$ cat src/rtl/ivs_dma_pkg.sv
// ---------------------------------------------------------------------------
// ivs_dma_pkg
// Shared definitions for the IVS DMA write split interface.
//   - Data path width, strobe width and sub-burst limits
//   - FSM state encoding
//   - Small arithmetic helpers for the sub-burst planner
// ---------------------------------------------------------------------------
package ivs_dma_pkg;

  localparam int DW        = 64;
  localparam int SW        = DW / 8;
  localparam int BURST_MAX = 16;
  localparam int BOUNDARY  = 128;
  localparam int LEN_W     = $clog2(BURST_MAX);

  typedef enum logic [2:0] {
    ST_IDLE     = 3'd0,
    ST_PRE_CAL  = 3'd1,
    ST_CMD_REQ  = 3'd2,
    ST_DATA_PRO = 3'd3,
    ST_POS_CAL  = 3'd4
  } state_e;

  // Bytes the next sub-burst may carry: whatever is left, capped by the
  // distance to the next 128-byte boundary (1..128).
  function automatic logic [7:0] calc_chunk(input logic [8:0] left,
                                            input logic [6:0] base_lo);
    logic [8:0] room;
    room = 9'(BOUNDARY) - {2'b00, base_lo};
    return (left < room) ? left[7:0] : room[7:0];
  endfunction

  // Beats minus one for a chunk starting at byte lane 'lane'. A chunk never
  // crosses a 128-byte boundary, so the result always fits in LEN_W bits.
  function automatic logic [LEN_W-1:0] calc_len(input logic [2:0] lane,
                                                input logic [7:0] chunk);
    logic [8:0] span;
    span = {6'd0, lane} + {1'b0, chunk} - 9'd1;
    return LEN_W'(span >> 3);
  endfunction

  // Upstream words needed to carry 'bytes' lane-0-packed bytes.
  function automatic logic [5:0] calc_words(input logic [8:0] bytes);
    return 6'((10'(bytes) + 10'd7) >> 3);
  endfunction

endpackage

$ cat src/rtl/ivs_dma_wr_align.sv
// ---------------------------------------------------------------------------
// ivs_dma_wr_align
// Realigns the lane-0-packed upstream stream onto the (possibly unaligned)
// destination address and generates byte strobes.
//   clk_i, rst_i   : clock, synchronous active-high reset
//   clr_i          : clear the carry register (new transfer accepted)
//   pop_i          : an upstream word is consumed this cycle
//   use_word_i     : the current beat takes a fresh upstream word
//   en_i           : data phase active; outputs are zero otherwise
//   first_i/last_i : current beat is the first / final beat of the transfer
//   ofst_i         : start lane of the transfer
//   end_lane_i     : lane of the last byte of the transfer
//   word_i         : upstream data word
//   data_o/strb_o  : realigned write data and byte strobes
// ---------------------------------------------------------------------------
module ivs_dma_wr_align
  import ivs_dma_pkg::*;
(
  input  logic          clk_i,
  input  logic          rst_i,
  input  logic          clr_i,
  input  logic          pop_i,
  input  logic          use_word_i,
  input  logic          en_i,
  input  logic          first_i,
  input  logic          last_i,
  input  logic [2:0]    ofst_i,
  input  logic [2:0]    end_lane_i,
  input  logic [DW-1:0] word_i,
  output logic [DW-1:0] data_o,
  output logic [SW-1:0] strb_o
);

  localparam int SH_W = $clog2(DW) + 1;

  logic [DW-1:0]   carry_q, carry_d;
  logic [SH_W-1:0] lo_sh, hi_sh;
  logic [DW-1:0]   cur_word, carry_part;
  logic [SW-1:0]   strb;

  // The previous upstream word supplies the low lanes of every beat; it is
  // kept across sub-bursts because boundaries fall on word edges.
  always_comb begin
    carry_d = carry_q;
    if (clr_i) begin
      carry_d = '0;
    end else if (pop_i) begin
      carry_d = word_i;
    end
  end

  always_ff @(posedge clk_i) begin
    // NOTE: registers take non-blocking assignments so every flop samples
    // pre-edge values regardless of block ordering.
    if (rst_i) begin
      carry_q <= '0;
    end else begin
      carry_q <= carry_d;
    end
  end

  assign lo_sh = {1'b0, ofst_i, 3'b000};
  assign hi_sh = SH_W'(DW) - lo_sh;

  always_comb begin
    // NOTE: every variable is given a default before any branch, so no
    // path leaves it unassigned and no latch is inferred.
    cur_word   = use_word_i ? word_i : '0;
    // A shift by the full width is avoided: lane 0 start needs no carry.
    carry_part = (ofst_i == 3'd0) ? '0 : (carry_q >> hi_sh);

    strb = '1;
    if (first_i) begin
      strb = strb & ({SW{1'b1}} << ofst_i);
    end
    if (last_i) begin
      strb = strb & ({SW{1'b1}} >> (3'd7 - end_lane_i));
    end

    data_o = en_i ? ((cur_word << lo_sh) | carry_part) : '0;
    strb_o = en_i ? strb : '0;
  end

endmodule

$ cat src/rtl/ivs_dma_wr_split_inf.sv
// ---------------------------------------------------------------------------
// ivs_dma_wr_split_inf
// Splits one byte-granular write request into bus sub-bursts of at most 16
// beats that never cross a 128-byte boundary, realigning the upstream data.
//   clk_i, rst_i, sw_rst_i      : clock, sync reset, soft-reset pulse
//   ori_req/base/bytes/ack/done : upstream request (bytes 0 means 256)
//   ori_wdata/wvalid/wrdy       : upstream lane-0-packed data stream
//   split_req/base/len/ack      : sub-burst command (len = beats - 1)
//   split_wdata/wstrb/wvalid/wlast/wrdy : downstream write data
// ---------------------------------------------------------------------------
module ivs_dma_wr_split_inf
  import ivs_dma_pkg::*;
(
  input  logic             clk_i,
  input  logic             rst_i,
  input  logic             sw_rst_i,
  input  logic             ori_req_i,
  input  logic [31:0]      ori_base_i,
  input  logic [7:0]       ori_bytes_i,
  output logic             ori_ack_o,
  output logic             ori_done_o,
  input  logic [DW-1:0]    ori_wdata_i,
  input  logic             ori_wvalid_i,
  output logic             ori_wrdy_o,
  output logic             split_req_o,
  output logic [31:0]      split_base_o,
  output logic [LEN_W-1:0] split_len_o,
  input  logic             split_ack_i,
  output logic [DW-1:0]    split_wdata_o,
  output logic [SW-1:0]    split_wstrb_o,
  output logic             split_wvalid_o,
  output logic             split_wlast_o,
  input  logic             split_wrdy_i
);

  state_e           state_q, state_d;
  logic [31:0]      cur_base_q, cur_base_d;
  logic [8:0]       left_q, left_d;
  logic [2:0]       ofst_q, ofst_d;
  logic [2:0]       end_lane_q, end_lane_d;
  logic [7:0]       chunk_q, chunk_d;
  logic [LEN_W-1:0] len_q, len_d;
  logic [LEN_W-1:0] beat_cnt_q, beat_cnt_d;
  logic [5:0]       words_q, words_d;
  logic [5:0]       popped_q, popped_d;
  logic             last_burst_q, last_burst_d;
  logic             first_q, first_d;
  logic             sw_rst_pro_q, sw_rst_pro_d;

  logic abort, accept, in_data, need_pop, last_beat, beat_hs, pop;

  // A soft reset seen this cycle already blocks new work.
  assign abort     = sw_rst_i | sw_rst_pro_q;
  assign accept    = (state_q == ST_IDLE) & ori_req_i & ~abort;
  assign in_data   = (state_q == ST_DATA_PRO);
  // Once all upstream words are in, remaining beats drain the carry only.
  assign need_pop  = (popped_q < words_q);
  assign last_beat = (beat_cnt_q == len_q);
  assign beat_hs   = split_wvalid_o & split_wrdy_i;
  assign pop       = ori_wvalid_i & ori_wrdy_o;

  // ---------------- FSM: state register ----------------
  always_ff @(posedge clk_i) begin
    if (rst_i) begin
      state_q <= ST_IDLE;
    end else begin
      state_q <= state_d;
    end
  end

  // ---------------- FSM: next state ----------------
  always_comb begin
    state_d = state_q;
    unique case (state_q)
      ST_IDLE:     if (accept) state_d = ST_PRE_CAL;
      ST_PRE_CAL:  state_d = ST_CMD_REQ;
      ST_CMD_REQ:  if (split_ack_i) state_d = ST_DATA_PRO;
      ST_DATA_PRO: if (beat_hs && last_beat) state_d = ST_POS_CAL;
      ST_POS_CAL:  state_d = (~last_burst_q & ~abort) ? ST_PRE_CAL : ST_IDLE;
      default:     state_d = ST_IDLE;
    endcase
  end

  // ---------------- FSM: outputs ----------------
  always_comb begin
    ori_ack_o      = 1'b0;
    ori_done_o     = 1'b0;
    ori_wrdy_o     = 1'b0;
    split_req_o    = 1'b0;
    split_base_o   = '0;
    split_len_o    = '0;
    split_wvalid_o = 1'b0;
    split_wlast_o  = 1'b0;
    unique case (state_q)
      ST_IDLE: ori_ack_o = accept;
      ST_CMD_REQ: begin
        split_req_o  = 1'b1;
        split_base_o = cur_base_q;
        split_len_o  = len_q;
      end
      ST_DATA_PRO: begin
        split_wvalid_o = need_pop ? ori_wvalid_i : 1'b1;
        ori_wrdy_o     = need_pop & split_wrdy_i;
        split_wlast_o  = last_beat;
        ori_done_o     = split_wvalid_o & split_wrdy_i & last_beat &
                         last_burst_q & ~abort;
      end
      default: ;
    endcase
  end

  // ---------------- Transfer bookkeeping ----------------
  always_comb begin
    cur_base_d   = cur_base_q;
    left_d       = left_q;
    ofst_d       = ofst_q;
    end_lane_d   = end_lane_q;
    chunk_d      = chunk_q;
    len_d        = len_q;
    beat_cnt_d   = beat_cnt_q;
    words_d      = words_q;
    popped_d     = popped_q;
    last_burst_d = last_burst_q;
    first_d      = first_q;
    // Held while a command is outstanding so that it finishes its beats.
    sw_rst_pro_d = sw_rst_i |
                   (sw_rst_pro_q & ((state_q == ST_CMD_REQ) | in_data));

    if (accept) begin
      cur_base_d   = ori_base_i;
      left_d       = {ori_bytes_i == 8'd0, ori_bytes_i};
      ofst_d       = ori_base_i[2:0];
      // Modulo-8 arithmetic also covers the 256-byte case (bytes = 0).
      end_lane_d   = ori_base_i[2:0] + ori_bytes_i[2:0] - 3'd1;
      words_d      = calc_words({ori_bytes_i == 8'd0, ori_bytes_i});
      popped_d     = '0;
      first_d      = 1'b1;
      last_burst_d = 1'b0;
    end

    if (state_q == ST_PRE_CAL) begin
      chunk_d = calc_chunk(left_q, cur_base_q[6:0]);
      len_d   = calc_len(cur_base_q[2:0], chunk_d);
    end

    if ((state_q == ST_CMD_REQ) && split_ack_i) begin
      cur_base_d   = cur_base_q + {24'd0, chunk_q};
      left_d       = left_q - {1'b0, chunk_q};
      last_burst_d = (left_q == {1'b0, chunk_q});
      beat_cnt_d   = '0;
    end

    if (beat_hs) begin
      beat_cnt_d = beat_cnt_q + 1'b1;
      first_d    = 1'b0;
    end
    if (pop) begin
      popped_d = popped_q + 6'd1;
    end
  end

  always_ff @(posedge clk_i) begin
    if (rst_i) begin
      cur_base_q   <= '0;
      left_q       <= '0;
      ofst_q       <= '0;
      end_lane_q   <= '0;
      chunk_q      <= '0;
      len_q        <= '0;
      beat_cnt_q   <= '0;
      words_q      <= '0;
      popped_q     <= '0;
      last_burst_q <= 1'b0;
      first_q      <= 1'b0;
      sw_rst_pro_q <= 1'b0;
    end else begin
      cur_base_q   <= cur_base_d;
      left_q       <= left_d;
      ofst_q       <= ofst_d;
      end_lane_q   <= end_lane_d;
      chunk_q      <= chunk_d;
      len_q        <= len_d;
      beat_cnt_q   <= beat_cnt_d;
      words_q      <= words_d;
      popped_q     <= popped_d;
      last_burst_q <= last_burst_d;
      first_q      <= first_d;
      sw_rst_pro_q <= sw_rst_pro_d;
    end
  end

  // ---------------- Data realignment ----------------
  ivs_dma_wr_align u_align (
    .clk_i      (clk_i),
    .rst_i      (rst_i),
    .clr_i      (accept),
    .pop_i      (pop),
    .use_word_i (need_pop),
    .en_i       (in_data),
    .first_i    (first_q),
    .last_i     (last_beat & last_burst_q),
    .ofst_i     (ofst_q),
    .end_lane_i (end_lane_q),
    .word_i     (ori_wdata_i),
    .data_o     (split_wdata_o),
    .strb_o     (split_wstrb_o)
  );

endmodule

$ cat config.mk
export PLATFORM = sky130hd
export DESIGN_NAME = ivs_dma_wr_split_inf
export DESIGN_NICKNAME = d
export VERILOG_FILES = /design/src/rtl/ivs_dma_pkg.sv /design/src/rtl/ivs_dma_wr_align.sv /design/src/rtl/ivs_dma_wr_split_inf.sv
export SDC_FILE = /design/constraint.sdc
export NUM_CORES = 1
export LEC_CHECK = 0
export BUFFER_PORTS_ARGS = -buffer_cell sky130_fd_sc_hd__buf_2
export CORE_MARGIN = 2
export CORE_UTILIZATION = 47
export CTS_CLUSTER_DIAMETER = 120
export DETAILED_ROUTE_END_ITERATION = 12
export PLACE_DENSITY = 0.78
export SYNTH_ARGS = -nofsm -noshare
export SYNTH_HDL_FRONTEND = slang
export SYNTH_HIERARCHICAL = 1
export SYNTH_SLANG_ARGS = --single-unit
$ cat constraint.sdc
create_clock -name clk_i -period 6 [get_ports clk_i]
set_input_delay 1.2 -clock clk_i [delete_from_list [all_inputs] [get_ports clk_i]]
set_output_delay 1.2 -clock clk_i [all_outputs]
set_load 0.02 [all_outputs]
==> out/summary.txt, run 1 <==
status: completed
Area growth, synth to finish: 15.3%
share of the synthesized area in the top cell type: 0.243
NumNets Final: 1759
initial core utilization: 0.476
Via-to-Cell Ratio: 6.43
Layout Skew: 13.7 ps
Synth Area in Compound Gates: 0.213
Die W: 163 um
Critical Path Max Stage Delay: 800 ps
Final Total Pwr: 3.09 mW
launch point of the worst reg-to-reg path: cur_base_q[0]
largest net degree at the start of global routing: 82
Buffers on Ports: 224
CTS Buffer Depth: 2
cells after synthesis: 1439
Final Setup Violations: 0
most used cell, CP: a21o_1
insertion delay to the later sink of the worst-skew pair: 430 ps
gr usage total: 0.309
1st-pass router iterations: 6
most used flip-flop cell after synthesis: dfxtp_1
Final Hold Vio Count: 0
synth top area cells: dfxtp_1, mux2i_1, mux4_2
FILL cells: 2278
Max rail drop VDD: 168 uV
register bit total from synthesis: 145
Max Cap Violations: 0
Routed Antenna Nets: 0
crit path launch type: register
slack of the worst reg-to-reg path: 1340 ps
synthesized net count: 1595
EDFF count, synth: 0
Reg clk slew, reported paths: 70 ps
final period utilization: 0.899
Die H: 163 um
Vias: 12.5k
simple-gate share of the synthesized area: 0.198
share of cells above drive strength 1: 0.218
gpl congestion: 0.994
Avg WL per Cell: 21.6 um
HPWL Detailed: 30100 um
Slew @ Worst Pin: 1150 ps
worst setup path class: reg2out
post-synthesis sequential area ratio: 0.243
largest family of logic cells by synthesized area: compound AO/OA/AOI/OAI gates
antenna violations before repair: 2
P_leak: 5.47 nW
Yosys cell types: 83
hold buffers post-CTS: 0
DP Area: 0.0131 mm^2
CP Data Arrival Time: 4190 ps
Root Buffer: clkbuf_16
post-synthesis adder-cell area fraction: 0.0485
worst hold stages: 2
total grt overflow: 0
Max Slew Vio Count: 0
Req. time, crit path: 4800 ps
FMAX: 185 MHz
R2R Path End: len_q[2]
setup_tns: 0 ps
Ys Warns: 6
HP Class: reg2reg
Ports: 225
crit-path cells: inv_1, ha_1, a21o_1, a21o_1, a21o_1, a21o_1, and2_1, nor2_1, nand2_1, buf_4, nor2_1, a22oi_1, o21ai_0, buf_2
Commonest cells post-synth: mux2i_1, dfxtp_1, nand2_1, nor2_1, inv_1
total CTS buffers: 17
Reg2Reg Depth: 23
crit-path max FO: 25
most common cell in the netlist: mux2i_1
Crit-path slowest cell: nor2_1
mux contribution to synthesized area: 0.208
DRC: 0
first-pass GRT wire length: 64300 um
number of global-route vias before repair: 11.7k
Final Util: 0.549
crit path capture type: output pin
RSZ-0062 raised after global routing: no
worst hold margin: 456 ps
Design Area, Final: 0.0137 mm^2
post-CTS setup buffers: 0
synthesized area per cell: 8.28 um^2
asr flop ratio synth: 0
final WL: 42000 um
Power Density: 225 mW/mm^2
H-tree levels: 4
number of core rows: 58
max-slew headroom at the worst pin: 0.233
initial DRC count: 1508
post-CTS sizing: 0
TritonCTS clock tree: done
Hold Path End: words_q[5]
netlist area before placement: 0.0119 mm^2
clock sinks: 145
core area: 0.0250 mm^2
largest area contributor in the netlist: dfxtp_1
Synth Area in XOR/XNOR: 0.0220
minimum clock period: 5390 ps
HP Start: words_q[5]
Die ar.: 0.0267 mm^2
cell usage in the layout, fill, tap and decap left out, drive strengths merged, types with 12 or more instances in the layout:
master,Yosys,routed
buf,51,245
mux2i,149,149
dfxtp,145,145
nor2,141,141
nand2,139,139
inv,71,74
a21oi,61,61
o21ai,50,50
ha,43,43
and2,42,42
a22oi,38,38
mux4,33,33
a31oi,30,30
nand3,30,30
nor3,28,28
o211ai,26,26
a211oi,26,26
mux2,20,20
and3,20,20
a21o,19,19
clkbuf,49,18
xnor2,16,16
nor2b,16,16
xor2,14,14
or3,12,12
area by class of cell:
cell class	instances	area, um^2	share of cell area
antenna	1	2.50	0.000182
clock buffer	18	439	0.0320
clock inverter	14	203	0.0148
inverter	72	272	0.0198
multi-input combinational	1122	8230	0.599
sequential	145	2910	0.212
tap	330	413	0.0300
timing repair buffer	245	1280	0.0931
metrics by stage:
| step | worst slack, ps | cells |
|---|---|---|
| finish | 609 | 1947 |
| global route | 382 | 1946 |
| CTS | 759 | 1946 |
| global placement | 1440 | 1914 |
| detailed placement | 1260 | 1914 |
| floorplan | 1770 | 1439 |
critical path, delay by kind of cell, from the launching register on:
| family | cells | cell delay (ps) |
|---|---|---|
| AND/OR/NAND/NOR | 4 | 1550 |
| AO/OA/AOI/OAI | 6 | 1080 |
| buffers and inverters | 3 | 510 |
| flip-flops | 1 | 330 |
| adder cells (fa/ha/maj) | 1 | 280 |
logic make-up (layout without fill, tap and decap cells):
kind of cell / Yosys count / after routing
mux: 202 / 202
buf+inv: 172 / 349
other cells: 0 / 1
flops: 145 / 145
fa+ha+maj: 45 / 45
xor+xnor: 30 / 30
compound gates: 361 / 361
simple gates: 484 / 484
registers in the layout (all words and copies together), names as in the netlist:
name,count
left_q,9
state_q,3
u_align/carry_q,64
first_q,1
beat_cnt_q,4
end_lane_q,3
last_burst_q,1
popped_q,6
chunk_q,8
sw_rst_pro_q,1
words_q,6
ofst_q,3
cur_base_q,32
len_q,4
worst max path at each step:
stage                        startpoint                 to  slack (ps)  cells after the start
after floorplan           cur_base_q[1]           len_q[2]        1770                     22
after global placement    cur_base_q[1]           len_q[2]        1440                     23
after detailed placement     words_q[1]  split_wdata_o[61]        1260                     14
after CTS                    words_q[1]  split_wdata_o[61]         760                     14
after global routing         words_q[1]  split_wdata_o[61]         380                     14
final                        words_q[1]  split_wdata_o[61]         610                     14
power breakdown:
group	total, mW	switching [mW]	internal, mW
clock	1.19	0.472	0.715
sequential	1.06	0.0532	1.00
combinational	0.848	0.516	0.333
per-layer routing:
metal / vias to the layer above / part of all wire / global-route usage
met5: - / 0.00069 / 0
met4: 4 / 0.055 / 0.166
met3: 178 / 0.11 / 0.0825
met2: 790 / 0.46 / 0.496
met1: 5901 / 0.38 / 0.377
li1: 5654 / - / -
No activity file was read; power rests on OpenSTA's default activity.
==> run 2, diff against run 1 <==
PLACE_DENSITY = 0.72   (was 0.78)
==> run 2 against run 1 <==
Wire length down 7.5%. Cell area decreased by 0.44%. Global-route usage shrank 2.4 points. Largest power group unchanged. Clock skew increased by 4.6 ps. Combinational power shrank 0.9%. Hold slack got worse by 1.2 ps. Worst setup slack better by 120 ps. Die area did not move. Register-to-register slack worse by 90 ps. Sequential cell count unchanged. Via count down 3.4%. First-iteration DRC count down 34%.
==> out/summary.txt, run 2 (synthesis results as in run 1) <==
status: completed
HPWL Detailed: 27900 um
H-tree levels: 4
TritonCTS clock tree: done
combinational power share: 0.282
Buffers on Ports: 224
largest net degree at the start of global routing: 64
NumNets Final: 1758
commonest cells after routing, fill and taps aside: buf_2, mux2i_1, dfxtp_1, nor2_1, nand2_1
worst hold margin: 455 ps
crit path launch type: register
Area growth, synth to finish: 14.8%
Power Density: 217 mW/mm^2
Largest register FFs: 64
HP Class: reg2reg
post-CTS setup buffers: 0
setup_tns: 0 ps
1st-pass router iterations: 6
number of global-route vias before repair: 11.3k
insertion delay to the later sink of the worst-skew pair: 440 ps
Via-to-Cell Ratio: 6.22
Ports: 225
Max Cap Violations: 0
post-CTS sizing: 0
gpl congestion: 0.982
minimum clock period: 5270 ps
initial DRC count: 989
Reg clk slew, reported paths: 70 ps
initial core utilization: 0.476
Die W: 163 um
Final Setup Violations: 0
hold buffers post-CTS: 0
clock sinks: 145
Critical Path Source: words_q[1]
Die ar.: 0.0267 mm^2
commonest non-fill, non-tap cell in the layout: buf_2
RSZ-0062 raised after global routing: no
top flop regs: u_align/carry_q x64, cur_base_q x32, left_q x9
P_leak: 5.44 nW
slack of the worst reg-to-reg path: 1250 ps
Design Area, Final: 0.0137 mm^2
first-pass GRT wire length: 60400 um
share of cells above drive strength 1: 0.219
worst setup path class: reg2out
crit path capture type: output pin
R2R Path End: len_q[2]
Layout Skew: 18.3 ps
Slew @ Worst Pin: 1290 ps
crit-path max FO: 25
Max Slew Vio Count: 0
CP Data Arrival Time: 4070 ps
Routed Antenna Nets: 0
Root Buffer: clkbuf_16
final period utilization: 0.878
NetSw: 1.08 mW
Die H: 163 um
DP Area: 0.0131 mm^2
Int Power: 1.89 mW
non-filler cells, final: 1945
Final Hold Vio Count: 0
Max rail drop VDD: 167 uV
core area: 0.0250 mm^2
launch point of the worst reg-to-reg path: cur_base_q[0]
sequential share of power: 0.356
Req. time, crit path: 4800 ps
gr usage total: 0.285
DRC: 0
FMAX: 190 MHz
Switching Share: 0.363
CTS Buffer Depth: 2
total grt overflow: 0
total CTS buffers: 17
Avg WL per Cell: 20.0 um
Critical Path End: split_wdata_o[60]
Placed Cells: 1913
Reg with most FFs: u_align/carry_q
Final Total Pwr: 2.97 mW
final WL: 38900 um
Reg2Reg Depth: 23
Clk pwr share: 0.362
number of core rows: 58
antenna violations before repair: 0
number of diodes: 0
max-slew headroom at the worst pin: 0.137
Vias: 12.1k
==> run 2: changes by cell type in the layout (fill, tap and decap cells not counted), moves of 2 or more <==
cell	change
inv_8	+4
clkinv_4	+2
clkinv_8	+3
bufinv_16	-4
clkinvlp_4	-3
==> run 2: worst min path at each step <==
stage	start	end	slack (ps)	depth (start not counted)
2_1_floorplan	words_q[5]	words_q[5]	430	2
3_3_place_gp	words_q[5]	words_q[5]	440	2
3_5_place_dp	words_q[5]	words_q[5]	450	2
4_1_cts	words_q[5]	words_q[5]	450	2
5_1_grt	words_q[5]	words_q[5]	490	2
6_report	words_q[5]	words_q[5]	450	2
==> run 2: routing by layer <==
layer,vias to the layer above,wire (um),GRT usage
met5,-,0,0
met4,0,1730,0.148
met2,603,18100,0.456
met1,5706,16100,0.368
li1,5660,-,-
met3,132,2910,0.0490
==> run 2: worst max-delay path: stages (launching register included) <==
cell	delay [ps]
dfxtp_1	310
inv_1	60
ha_1	290
a21o_1	150
a21o_1	170
a21o_1	170
a21o_1	200
and2_1	180
nor2_1	470
nand2_1	110
buf_4	240
nor2_1	730
a22oi_1	250
o21ai_0	120
buf_2	190
==> run 2: final cells by class <==
class / instances / area, um^2
Fill cell: 2344 / 11400
Clock inverter: 15 / 166
Inverter: 72 / 272
Sequential cell: 145 / 2910
Timing Repair Buffer: 244 / 1270
Tap cell: 330 / 413
Multi-Input combinational cell: 1122 / 8230
Clock buffer: 17 / 425
==> run 2: through the flow <==
| step | utilization | setup WS [ps] |
|---|---|---|
| 2_1_floorplan | - | 1770 |
| 3_3_place_gp | 0.523 | 1440 |
| 3_5_place_dp | 0.523 | 1290 |
| 4_1_cts | 0.546 | 862 |
| 5_1_grt | 0.546 | 499 |
| 6_report | 0.546 | 733 |
==> run 2: power groups by stage <==
stage	Sequential, mW	Clock [mW]	Combinational [mW]
final	1.06	1.08	0.840
after global routing	1.07	1.13	0.920
after CTS	1.06	1.09	0.827
after detailed placement	1.08	0	0.822
after global placement	1.08	0	0.806
after floorplan	1.06	0	0.618
==> run 3, diff against run 2 <==
CORE_UTILIZATION = 57   (was 47)
PLACE_DENSITY = 0.85   (was 0.72)
==> run 3 against run 2 <==
Cell area down 0.53%. Register-to-register slack worse by 170 ps. Sequential cell count unchanged. First-iteration DRC count up 41%. Clock skew down 2.5 ps.
==> out/summary.txt, run 3 (synthesis results as in run 1) <==
Crit-path slowest cell: nor2_1
core area: 0.0204 mm^2
Die H: 149 um
minimum clock period: 5520 ps
Design Area, Final: 0.0136 mm^2
hold buffers post-CTS: 0
Final Hold Vio Count: 0
Reg clk slew, reported paths: 60 ps
Via-to-Cell Ratio: 6.57
met2 WL: 17300 um
Multi-input gate area: 0.00823 mm^2
Critical Path Source: words_q[1]
highest routed layer: met4
antenna violations before repair: 1
HP Start: words_q[5]
commonest cells after routing, fill and taps aside: buf_2, mux2i_1, dfxtp_1, nor2_1, nand2_1
Die ar.: 0.0221 mm^2
commonest non-fill, non-tap cell in the layout: buf_2
most used cell, CP: a21o_1
TritonCTS clock tree: done
Max Cap Violations: 0
number of global-route vias before repair: 11.3k
post-CTS setup buffers: 0
Final Setup Violations: 0
Avg WL per Cell: 20.3 um
insertion delay to the later sink of the worst-skew pair: 440 ps
DP Area: 0.0130 mm^2
HP Class: reg2reg
Max rail drop VDD: 180 uV
NumNets Final: 1755
initial DRC count: 1398
non-filler cells, final: 1882
register area: 0.00291 mm^2
Int Power: 2.03 mW
Largest register FFs: 64
WL met3: 3880 um
RSZ-0062 raised after global routing: no
Layout Skew: 15.8 ps
FILL cells: 1629
post-CTS sizing: 0
CP Data Arrival Time: 4320 ps
Switching Share: 0.333
share of cells above drive strength 1: 0.216
Critical Path Max Stage Delay: 840 ps
combinational power share: 0.276
number of core rows: 52
Vias: 12.4k
total grt overflow: 0
Placed Cells: 1850
Routed Antenna Nets: 0
DRC: 0
Final Util: 0.668
1st-pass router iterations: 6
setup_tns: 0 ps
Buffers on Ports: 224
worst setup path class: reg2out
launch point of the worst reg-to-reg path: cur_base_q[0]
final period utilization: 0.919
crit-path cells: inv_1, ha_1, a21o_1, a21o_1, a21o_1, a21o_1, and2_1, nor2_1, nand2_1, nor2_1, a22oi_1, o21ai_0, buf_2
gr usage total: 0.336
crit path capture type: output pin
Met1 Wirelength: 15600 um
Root Buffer: clkbuf_16
H-tree levels: 4
CTS Buffer Depth: 2
P_leak: 5.43 nW
initial core utilization: 0.585
Power Density: 223 mW/mm^2
gpl congestion: 0.964
Max Slew Vio Count: 0
Ports: 225
top flop regs: u_align/carry_q x64, cur_base_q x32, left_q x9
status: completed
crit-path max FO: 16
Clk pwr share: 0.374
Reg with most FFs: u_align/carry_q
Slew @ Worst Pin: 1240 ps
final WL: 38200 um
Area growth, synth to finish: 14.2%
max-slew headroom at the worst pin: 0.167
FMAX: 181 MHz
HPWL Detailed: 26800 um
NetSw: 1.01 mW
Die W: 149 um
largest net degree at the start of global routing: 77
crit path launch type: register
total CTS buffers: 17
clock sinks: 145
first-pass GRT wire length: 59800 um
Req. time, crit path: 4800 ps
sequential share of power: 0.350
run 3: changes by cell type in the layout (fill, tap and decap cells not counted), moves of 3 or more:
| cell | previous run | this run |
|---|---|---|
| inv_8 | 5 | 0 |
| bufinv_16 | 0 | 4 |
| clkinv_2 | 1 | 5 |
| buf_4 | 20 | 17 |
| clkinv_8 | 3 | 0 |
| clkinvlp_4 | 0 | 3 |
run 3: through the flow:
stage                     setup slack [ps]  power (mW)  hold slack, ps
after global placement                1220        1.87             444
after floorplan                       1770        1.68             432
final                                  484        3.04             455
after detailed placement              1120        1.89             454
after CTS                              655        3.02             462
after global routing                   355        3.17             495
run 3: critical path, delay by kind of cell, from the launching register on:
kind                       cells  cell delay, ps
DFF                            1             310
and+or+nand+nor                4            1970
AOI/OAI and AO/OA              6            1070
adders and majority gates      1             290
buffers and inverters          2             240
run 3: metal layers:
metal	global-route usage	vias up
met3	0.0656	144
met1	0.461	5760
met5	0	-
met2	0.521	812
li1	-	5649
met4	0.141	0
run 3: area by class of cell:
type | instances | share of cell area
Multi-Input combinational cell | 1122 | 0.604
Sequential cell | 145 | 0.214
Timing Repair Buffer | 241 | 0.0918
Clock buffer | 17 | 0.0313
Tap cell | 270 | 0.0248
Inverter | 72 | 0.0200
Clock inverter | 14 | 0.0139
Antenna cell | 1 | 0.000184
run 3: power groups by stage:
stage / Combinational (mW) / Sequential (mW) / Clock (mW)
after floorplan: 0.618 / 1.06 / 0
final: 0.838 / 1.06 / 1.14
after global routing: 0.915 / 1.07 / 1.19
after global placement: 0.793 / 1.08 / 0
after CTS: 0.819 / 1.06 / 1.14
after detailed placement: 0.811 / 1.08 / 0
run 3: final timing paths:
path,endpoint,slack [ps],cells past startpoint
worst min register to register,words_q[5],450,2
worst min-delay path,words_q[5],450,2
worst max-delay path,split_wdata_o[59],480,13
worst max register to register,len_q[2],1080,23
